$ cat config.mk
export PLATFORM = sky130hd
export DESIGN_NAME = store_result_monitor
export DESIGN_NICKNAME = d
export VERILOG_FILES = /design/src/rtl/store_result_monitor.sv
export SDC_FILE = /design/constraint.sdc
export NUM_CORES = 1
export LEC_CHECK = 0
export CAP_MARGIN = 25
export CORE_MARGIN = 3
export CORE_UTILIZATION = 40
export CTS_CLUSTER_DIAMETER = 30
export DETAILED_ROUTE_END_ITERATION = 10
export GPL_TIMING_DRIVEN = 0
export HOLD_SLACK_MARGIN = 0.02
export SYNTH_ARGS = -nofsm -noshare
export SYNTH_HDL_FRONTEND = slang
export SYNTH_SLANG_ARGS = --single-unit
$ cat constraint.sdc
create_clock -name clk -period 14.4 [get_ports clk]
set_clock_uncertainty 0.05 [all_clocks]
set_input_delay 2.16 -clock clk [delete_from_list [all_inputs] [get_ports clk]]
set_output_delay 2.16 -clock clk [all_outputs]
set_load 0.005 [all_outputs]
$ cat src/rtl/store_result_monitor.sv
// store_result_monitor: judges the core's pass/fail store protocol and logs every judged store.
//   clk, reset                     : clock and synchronous active-high reset
//   MemWrite, DataAdr, WriteData   : store bus from the core
//   log_ready / log_valid          : host drain handshake for the first-word-fall-through store log
//   log_addr, log_data             : head entry of the log
//   log_overflow                   : sticky, a store was dropped on a full log
//   store_count                    : judged stores since reset, saturating
//   done, pass, fail, timeout      : one-hot verdicts and their OR
module store_result_monitor #(
  parameter logic [31:0] PASS_ADDR      = 32'd100,
  parameter logic [31:0] PASS_VALUE     = 32'd25,
  parameter logic [31:0] ALLOW_ADDR     = 32'd96,
  parameter int          LOG_DEPTH      = 8,
  parameter int          TIMEOUT_CYCLES = 1000
) (
  input  logic        clk,
  input  logic        reset,
  input  logic        MemWrite,
  input  logic [31:0] DataAdr,
  input  logic [31:0] WriteData,
  input  logic        log_ready,
  output logic        log_valid,
  output logic [31:0] log_addr,
  output logic [31:0] log_data,
  output logic        log_overflow,
  output logic [15:0] store_count,
  output logic        done,
  output logic        pass,
  output logic        fail,
  output logic        timeout
);
  localparam int AW = $clog2(LOG_DEPTH);
  typedef enum logic [1:0] {S_RUN, S_PASS, S_FAIL, S_TIMEOUT} state_t;
  state_t state, state_nx;
  logic [31:0] cyc;
  logic [AW:0] wp, rp, occ;
  logic [63:0] mem [LOG_DEPTH];
  logic store, hit_pass, terminate, expire, pop, push_ok;
  assign store     = MemWrite && state == S_RUN;
  assign hit_pass  = DataAdr == PASS_ADDR;
  assign terminate = store && (hit_pass || DataAdr != ALLOW_ADDR);
  assign expire    = TIMEOUT_CYCLES != 0 && state == S_RUN && !terminate && cyc == 32'(TIMEOUT_CYCLES - 1);
  // Pointers carry one extra bit so a full log is distinguishable from an empty one.
  assign occ       = wp - rp;
  assign log_valid = occ != '0;
  assign pop       = log_valid && log_ready;
  assign push_ok   = !occ[AW] || pop;
  assign {log_addr, log_data} = mem[rp[AW-1:0]];
  assign pass      = state == S_PASS;
  assign fail      = state == S_FAIL;
  assign timeout   = state == S_TIMEOUT;
  assign done      = pass || fail || timeout;
  always_comb begin
    state_nx = !terminate ? (expire ? S_TIMEOUT : state)
             : (hit_pass && WriteData == PASS_VALUE) ? S_PASS : S_FAIL;
  end
  always_ff @(posedge clk) begin
    if (reset) begin
      state        <= S_RUN;
      cyc          <= '0;
      store_count  <= '0;
      log_overflow <= 1'b0;
      wp           <= '0;
      rp           <= '0;
    end else begin
      state <= state_nx;
      if (state == S_RUN && !terminate) cyc <= cyc + 32'd1;
      if (store && store_count != 16'hFFFF) store_count <= store_count + 16'd1;
      if (pop) rp <= rp + 1'b1;
      if (store && push_ok) wp <= wp + 1'b1;
      if (store && !push_ok) log_overflow <= 1'b1;
    end
  end
  always_ff @(posedge clk) begin
    if (!reset && store && push_ok) mem[wp[AW-1:0]] <= {DataAdr, WriteData};
  end
endmodule

Word level (Yosys, flattened, before mapping)
Memories as Yosys holds them, arrays and structs flattened. A register that Yosys moved wholly into a read port is not among the register bits.
Index checks and enable logic that the tools add are counted.
{"block": "word_totals", "ff_bits": 59, "ramBits": 512, "input_bits": 68, "output_inout_bits": 86, "word_cells": 49, "n_memories": 1}
{"block": "classes", "add_sub_neg": 5, "n_eq_ne": 8, "muxes": 7, "reduce_logical": 22}
{"memory": "mem", "depth": 8, "word_bits": 64, "read_ports": 1, "rd_ports_with_merged_regs": 1, "wr": 1, "line_no": "37", "rtl": "logic [63:0] mem [LOG_DEPTH];"}
{"operator": "$add A32 B1 Y32 const B", "count": 1}
{"operator": "$eq A32 B10 Y1 const B", "count": 1}
{"operator": "$eq A32 B5 Y1 const B", "count": 1}
{"operator": "$eq A32 B7 Y1 const B", "count": 1}
{"operator": "$ne A32 B7 Y1 const B", "count": 1}
{"operator": "$add A16 B1 Y16 const B", "count": 1}
{"operator": "$ne A16 B16 Y1 const B", "count": 1}
{"operator": "$logic_and A1 B1 Y1", "count": 11}
{"operator": "$add A4 B1 Y4 const B", "count": 2}
{"operator": "$mux W2", "count": 3}
{"operator": "$mux W3", "count": 2}
{"operator": "$eq A2 B2 Y1 const B", "count": 2}
{"operator": "$logic_not A1 Y1", "count": 4}
{"operator": "$logic_or A1 B1 Y1", "count": 4}
{"operator": "$reduce_bool A4 Y1", "count": 1}
{"operator": "$sub A4 B4 Y4", "count": 1}
{"operator": "$eq A2 B1 Y1 const B", "count": 1}
{"operator": "$logic_not A2 Y1", "count": 1}
{"operator": "$mux W1", "count": 2}
{"operator": "$reduce_bool A2 Y1", "count": 1}

Logic depth before layout (Yosys ltp)
Gate-level depths: netlist (run 1).
{"block": "depth", "word_depth": 8, "ltp_mapped": 7, "ltp_nobuf": 7}

Least setup slack after synthesis (run 1)
No wires, ideal clock.
{"block": "synth_path", "kind": "input -> register", "start": "input reset", "end": "memory mem[3][0] (enable)", "setup_time_ps": 666, "arrival_ps": 9151, "required_time_ps": 13684, "setup_slack_ps": 4533, "stages": 4, "path_buffers": 1, "path_cell_list": "clkbuf_1 inv_1 nand2_1 nor4b_1"}
{"block": "synth_between", "elab_chain_cells": 5}
{"item": "start, declared", "line_no": "17", "rtl": "input logic reset,"}
{"item": "$logic_not A1 Y1", "line_no": "75", "rtl": "if (!reset && store && push_ok) mem[wp[AW-1:0]] <= {DataAdr, WriteData};"}
{"item": "$logic_and A1 B1 Y1 (2 in series)", "line_no": "75"}
{"item": "$mux W1", "line_no": "75"}
{"item": "$mux W1 (not written as such)", "line_no": "75"}
{"item": "end, declared", "line_no": "37"}
Every way passes these cells.

==> impl_metrics.toml, run 1 <==
[outcome]
status = "finished clean"

[timing]
fin_hold_ws_ns = 0.436
timing.setup.tns_ns = 0
fin_crit_sh_pct = 41.8
finalSetupViolCount = 0
rsz0062_at_grt = "false"
layout_min_cycle_time_ns = 6.02
hold_violations = 0
slew_headroom_pct = 30.3
worst_slew_pin_slew_ns = 1.04
max_freq_ghz = 0.166
slew_viol_final = 0

[critical_path]
crit_arrival_ns = 3.81
end_kind = "output port"
critPathKind = "reg -> out"
cp_max_fo = 10
crit_required_ns = 12.19
start_kind = "register"

[die]
die_h_um = 244
start_util_pct = 40.8
die_w_um = 244
pin_count = 154
die-area_sq_mm = 0.0595
placementRows = 86
core_sq_mm = 0.0555

[routing]
wl_per_cell_um = 22.6
drt_wl_total_mm = 53.4
vias = 12600
viasPerCell = 5.34
ant_nets = 0
drt_iter0_drc = 934
first_pass_iters = 5
route.detailed.drc = 0

[job]
cap_violations = 0

[placed_design]
place.gp.congestion = 0.804
placed_area_sq_mm = 0.0259
port_buffers = 152
hpwlAfterDp_mm = 35.9

[logic_synthesis]
syn_area_sq_mm = 0.0226
synthSimpleGateAreaFrac_pct = 5.30
synthTopCellsByArea = "edfxtp_1, mux4_2, dfxtp_1"
synth-xor-area-share_pct = 0.426
synth.most_common_cell = "edfxtp_1"
synth_edf_count = 512
synth_warnings = 0
synthDistinctLibCells = 50
synth_fa_ha_area_share_pct = 0.387
synth.top_cell.area_share_pct = 67.9
synth-main-ff-cell = "edfxtp_1"
ys_ff_latch = 574
syn_inst = 1163
avgSynthCellArea_sq_um = 19.5
synth.area.mux_share_pct = 16.3
ys_seq_area_share_pct = 73.4
synth.top_cells.by_count = "edfxtp_1, mux4_2, mux2_2"
synth_top_family_by_area = "multiplexers"
yosys.area.top_type = "edfxtp_1"
ys_async_sr_fraction_pct = 0
synth_compound_area_share_pct = 2.90
postSynthNetCount = 1238

[global_routing]
antenna_found_initial = 5
grt_max_degree = 16
grt_pass1_vias = 13200
grt_pass1_wl_mm = 81.7
grt-ovfl-total = 0
track_usage_pct = 18.1

[clocking]
clk_transition_reported_paths_ns = 0.05
cts_sinks = 574
numCtsBuffers = 113
clock_latency_ns = 0.63
postCtsHoldBufs = 0
cts_max_path_buffers = 3
htreeDepth = 3
cts_tree = "yes"
root_buffer = "clkbuf_16"
ctsResizeCount = 0
post_cts_buffers = 0

[layout]
nets = 1588
num-fill-cells = 4339
diodes = 0
syn_to_final_growth_pct = 32.7
final_layout_size_suffix_gt1_share_pct = 30.5
fin_area_sq_mm = 0.0300

[pwr]
vdd_drop_max_mv = 0.105
power_leakage_uw = 0.00968
power_density_mw_per_mm2 = 179

[worst_hold_path]
hold_path_class = "reg -> reg"
[layer usage]
| metal | vias to the layer above | GRT usage (%) | share of wire [%] |
|---|---|---|---|
| met5 | - | 0 | 0.14 |
| met4 | 10 | 4.82 | 1.6 |
| met3 | 81 | 4.16 | 6.0 |
| met2 | 346 | 28.9 | 48 |
| met1 | 6510 | 25.2 | 44 |
| li1 | 5649 | - | - |
[layout make-up]
class	instances	area, sq um	area share (%)
sequential	574	16600	55.3
multi-input combinational	521	5770	19.2
timing repair buffer	235	2340	7.78
clock buffer	128	3000	9.99
inverter	9	33.8	0.113
tap	748	936	3.12
buffer	59	250	0.834
clock inverter	87	1080	3.59
[sequential cells by signal, summed over array words and instances, names as in the netlist, named ones only]
name / cells
wp: 4
state: 2
log_overflow: 1
store_count: 16
rp: 4
mem: 512
cyc: 32
[cells in the final DEF (no fill, tap or decap), drive strengths merged, types with 15 or more instances in the layout]
cell	netlist	final
clkdlybuf4s50	0	152
o31ai	25	25
bufinv	0	20
nor4	25	25
clkinvlp	0	15
nand2	21	21
nor2	24	24
buf	16	99
mux2	68	68
inv	9	18
or4	25	25
clkinv	0	43
nand3	30	30
edfxtp	512	512
nand4	19	19
clkbuf	43	171
a21oi	33	33
mux4	128	128
dfxtp	62	62
[final timing paths]
kind	slack, ns	start	cells past startpoint	endpoint
hold / removal	0.44	cyc[7]	2	cyc[7]
setup / recovery	8.38	register	5	log_data[5]
hold reg to reg	0.44	cyc[7]	2	cyc[7]
setup reg to reg	10.50	wp[1]	9	mem[0][38]
[kinds of logic (layout without fill, tap and decap cells)]
family,count (synthesis),count (layout)
flops,574,574
simple gates,204,204
mux,200,200
compound gates,99,99
buf+inv,68,518
xor+xnor,11,11
fa+ha+maj,7,7
[metrics by stage]
step	setup WS, ns	instances	util (%)	power [uW]
2_1_floorplan	4.53	1163	-	2350
3_3_place_gp	-3.54	2063	45.2	2680
3_5_place_dp	8.91	2140	46.6	2680
4_1_cts	8.23	2355	53.9	5420
5_1_grt	8.17	2361	54.1	5590
6_report	8.38	2361	54.1	5390
[critical path, stage by stage (launching register included)]
cell             delay, ns
dfxtp_1               0.36
clkbuf_1              0.67
buf_1                 0.75
mux4_2                0.59
mux2_2                0.28
clkdlybuf4s50_1       0.52
[power by group]
part / internal (uW) / switching, uW
clock: 1860 / 872
combinational: 444 / 348
sequential: 1850 / 14.0
(Power assumes the default switching activity.)
==> run 2: changes to the inputs <==
- clock period: 14.4 -> 5.19 ns (I/O delays scaled with it)
==> run 2 against run 1 <==
Against the previous run: routed wire length fell by 2.3%; largest power group unchanged; sequential cell count is the same; clock power increased to 2.6 times the previous value; global-route usage fell by 0.34 points; highest routed layer unchanged; cell count shrank 1.4%; non-clock buffer count decreased by 22; hold slack worse by 0.0012 ns; largest cell class unchanged; register-to-register slack lost 9.4 ns.
==> impl_metrics.toml, run 2 (synthesis results as in run 1) <==
[clocking]
htreeDepth = 3
post_cts_buffers = 0
cts_max_path_buffers = 3
postCtsHoldBufs = 0
ctsResizeCount = 0
cts_tree = "yes"
cts_sinks = 574
numCtsBuffers = 107
root_buffer = "clkbuf_16"
clk_transition_reported_paths_ns = 0.05
clock_latency_ns = 0.63

[timing]
hold_violations = 0
slew_viol_final = 0
fin_ws_ns = 0.653
slew_headroom_pct = 35.5
fin_crit_sh_pct = 87.4
finalSetupViolCount = 0
worst_slew_pin_slew_ns = 0.960
rsz0062_at_grt = "false"
layout_min_cycle_time_ns = 4.54
max_freq_ghz = 0.220

[routing]
viasPerCell = 5.38
route.detailed.drc = 0
drt_wl_total_mm = 52.1
ant_nets = 0
wl_per_cell_um = 22.4
vias = 12500
first_pass_iters = 5
drt_iter0_drc = 971

[critical_path]
crit_arrival_ns = 3.71
end_kind = "output port"
start_kind = "register"
cp_max_fo = 10
crit_required_ns = 4.36
critPathKind = "reg -> out"
r2r.worst_path.cells = 10

[layout]
layout_common_cells = "edfxtp_1, clkdlybuf4s50_1, mux4_2, clkbuf_16, mux2_2"
num-fill-cells = 4389
stdcell_count = 2328
largest_register_ff_count = 512
final_common_cell = "edfxtp_1"
syn_to_final_growth_pct = 31.4
fin_area_sq_mm = 0.0297
final_layout_size_suffix_gt1_share_pct = 29.1
final_core_util_pct = 53.5
nets = 1560

[pwr]
power_leakage_uw = 0.00946
vdd_drop_max_mv = 0.282
power_density_mw_per_mm2 = 489

[die]
start_util_pct = 40.8
die_h_um = 244
die_w_um = 244
placementRows = 86
core_sq_mm = 0.0555
die-area_sq_mm = 0.0595
pin_count = 154

[global_routing]
grt_pass1_wl_mm = 79.7
grt_pass1_vias = 12900
grt_max_degree = 15
grt-ovfl-total = 0
antenna_found_initial = 5
track_usage_pct = 17.8

[job]
cap_violations = 0

[placed_design]
hpwlAfterDp_mm = 35.0
placed_area_sq_mm = 0.0258
dpl_worst_slack_ns = 1.07
dp_cells = 2119
port_buffers = 152
place.gp.congestion = 0.833

[worst_hold_path]
min_path_cells = 2
hold_path_class = "reg -> reg"

[outcome]
status = "finished clean"
## run 2: changes by cell type in the layout (fill, tap and decap cells not counted), sizes merged
cell      before  now
clkinv        43   44
clkbuf       171  165
buf           99   77
clkinvlp      15   14
inv           18   13
diode          0    1
bufinv        20   19
## run 2: area by class of cell
type                    count  area [sq um]  area share, %
plain buffers              59           250          0.842
diodes                      1          2.50        0.00842
repair buffers            213          2250           7.56
clock buffers             122          2830           9.51
multi-input cells         521          5810           19.5
clock inverters            81          1010           3.39
well taps                 748           936           3.15
flip-flops and latches    574         16600           55.9
inverters                   9          33.8          0.114
## run 2: metal layers
metal	GRT usage, %	vias up	part of all wire (%)	routed length, um
met2	28.7	365	49	25500
met3	4.56	64	6.6	3450
li1	-	5584	-	-
met4	4.98	8	1.5	794
met1	24.1	6498	43	22300
met5	0	-	0.12	61
## run 2: final timing paths
| path | start | to | slack, ns |
|---|---|---|---|
| worst min register to register | cyc[7] | cyc[7] | 0.43 |
| worst max register to register | wp[1] | mem[1][18] | 1.10 |
| worst max-delay path | register | log_data[22] | 0.65 |
| worst min-delay path | cyc[7] | cyc[7] | 0.43 |
## run 2: worst max-delay path, stage by stage (launching register included)
cell	delay [ns]
dfxtp_1	0.35
clkbuf_1	0.61
buf_1	0.76
mux4_2	0.61
mux2_2	0.32
clkdlybuf4s50_1	0.45
## run 2: per-stage QoR
step / TNS, ns / power (uW) / hold slack (ns)
after detailed placement: 0 / 7450 / 0.423
final: 0 / 14500 / 0.434
after CTS: 0 / 14700 / 0.430
after floorplan: -596.22 / 6510 / 0.398
after global placement: -2751.66 / 7410 / 0.417
after global routing: 0 / 15100 / 0.461
## run 2: power by group
part	internal [uW]	total (uW)	switching (uW)
Sequential	5140	5180	37.9
Clock	4860	7170	2310
Combinational	1220	2180	964
Total	11200	14500	3310
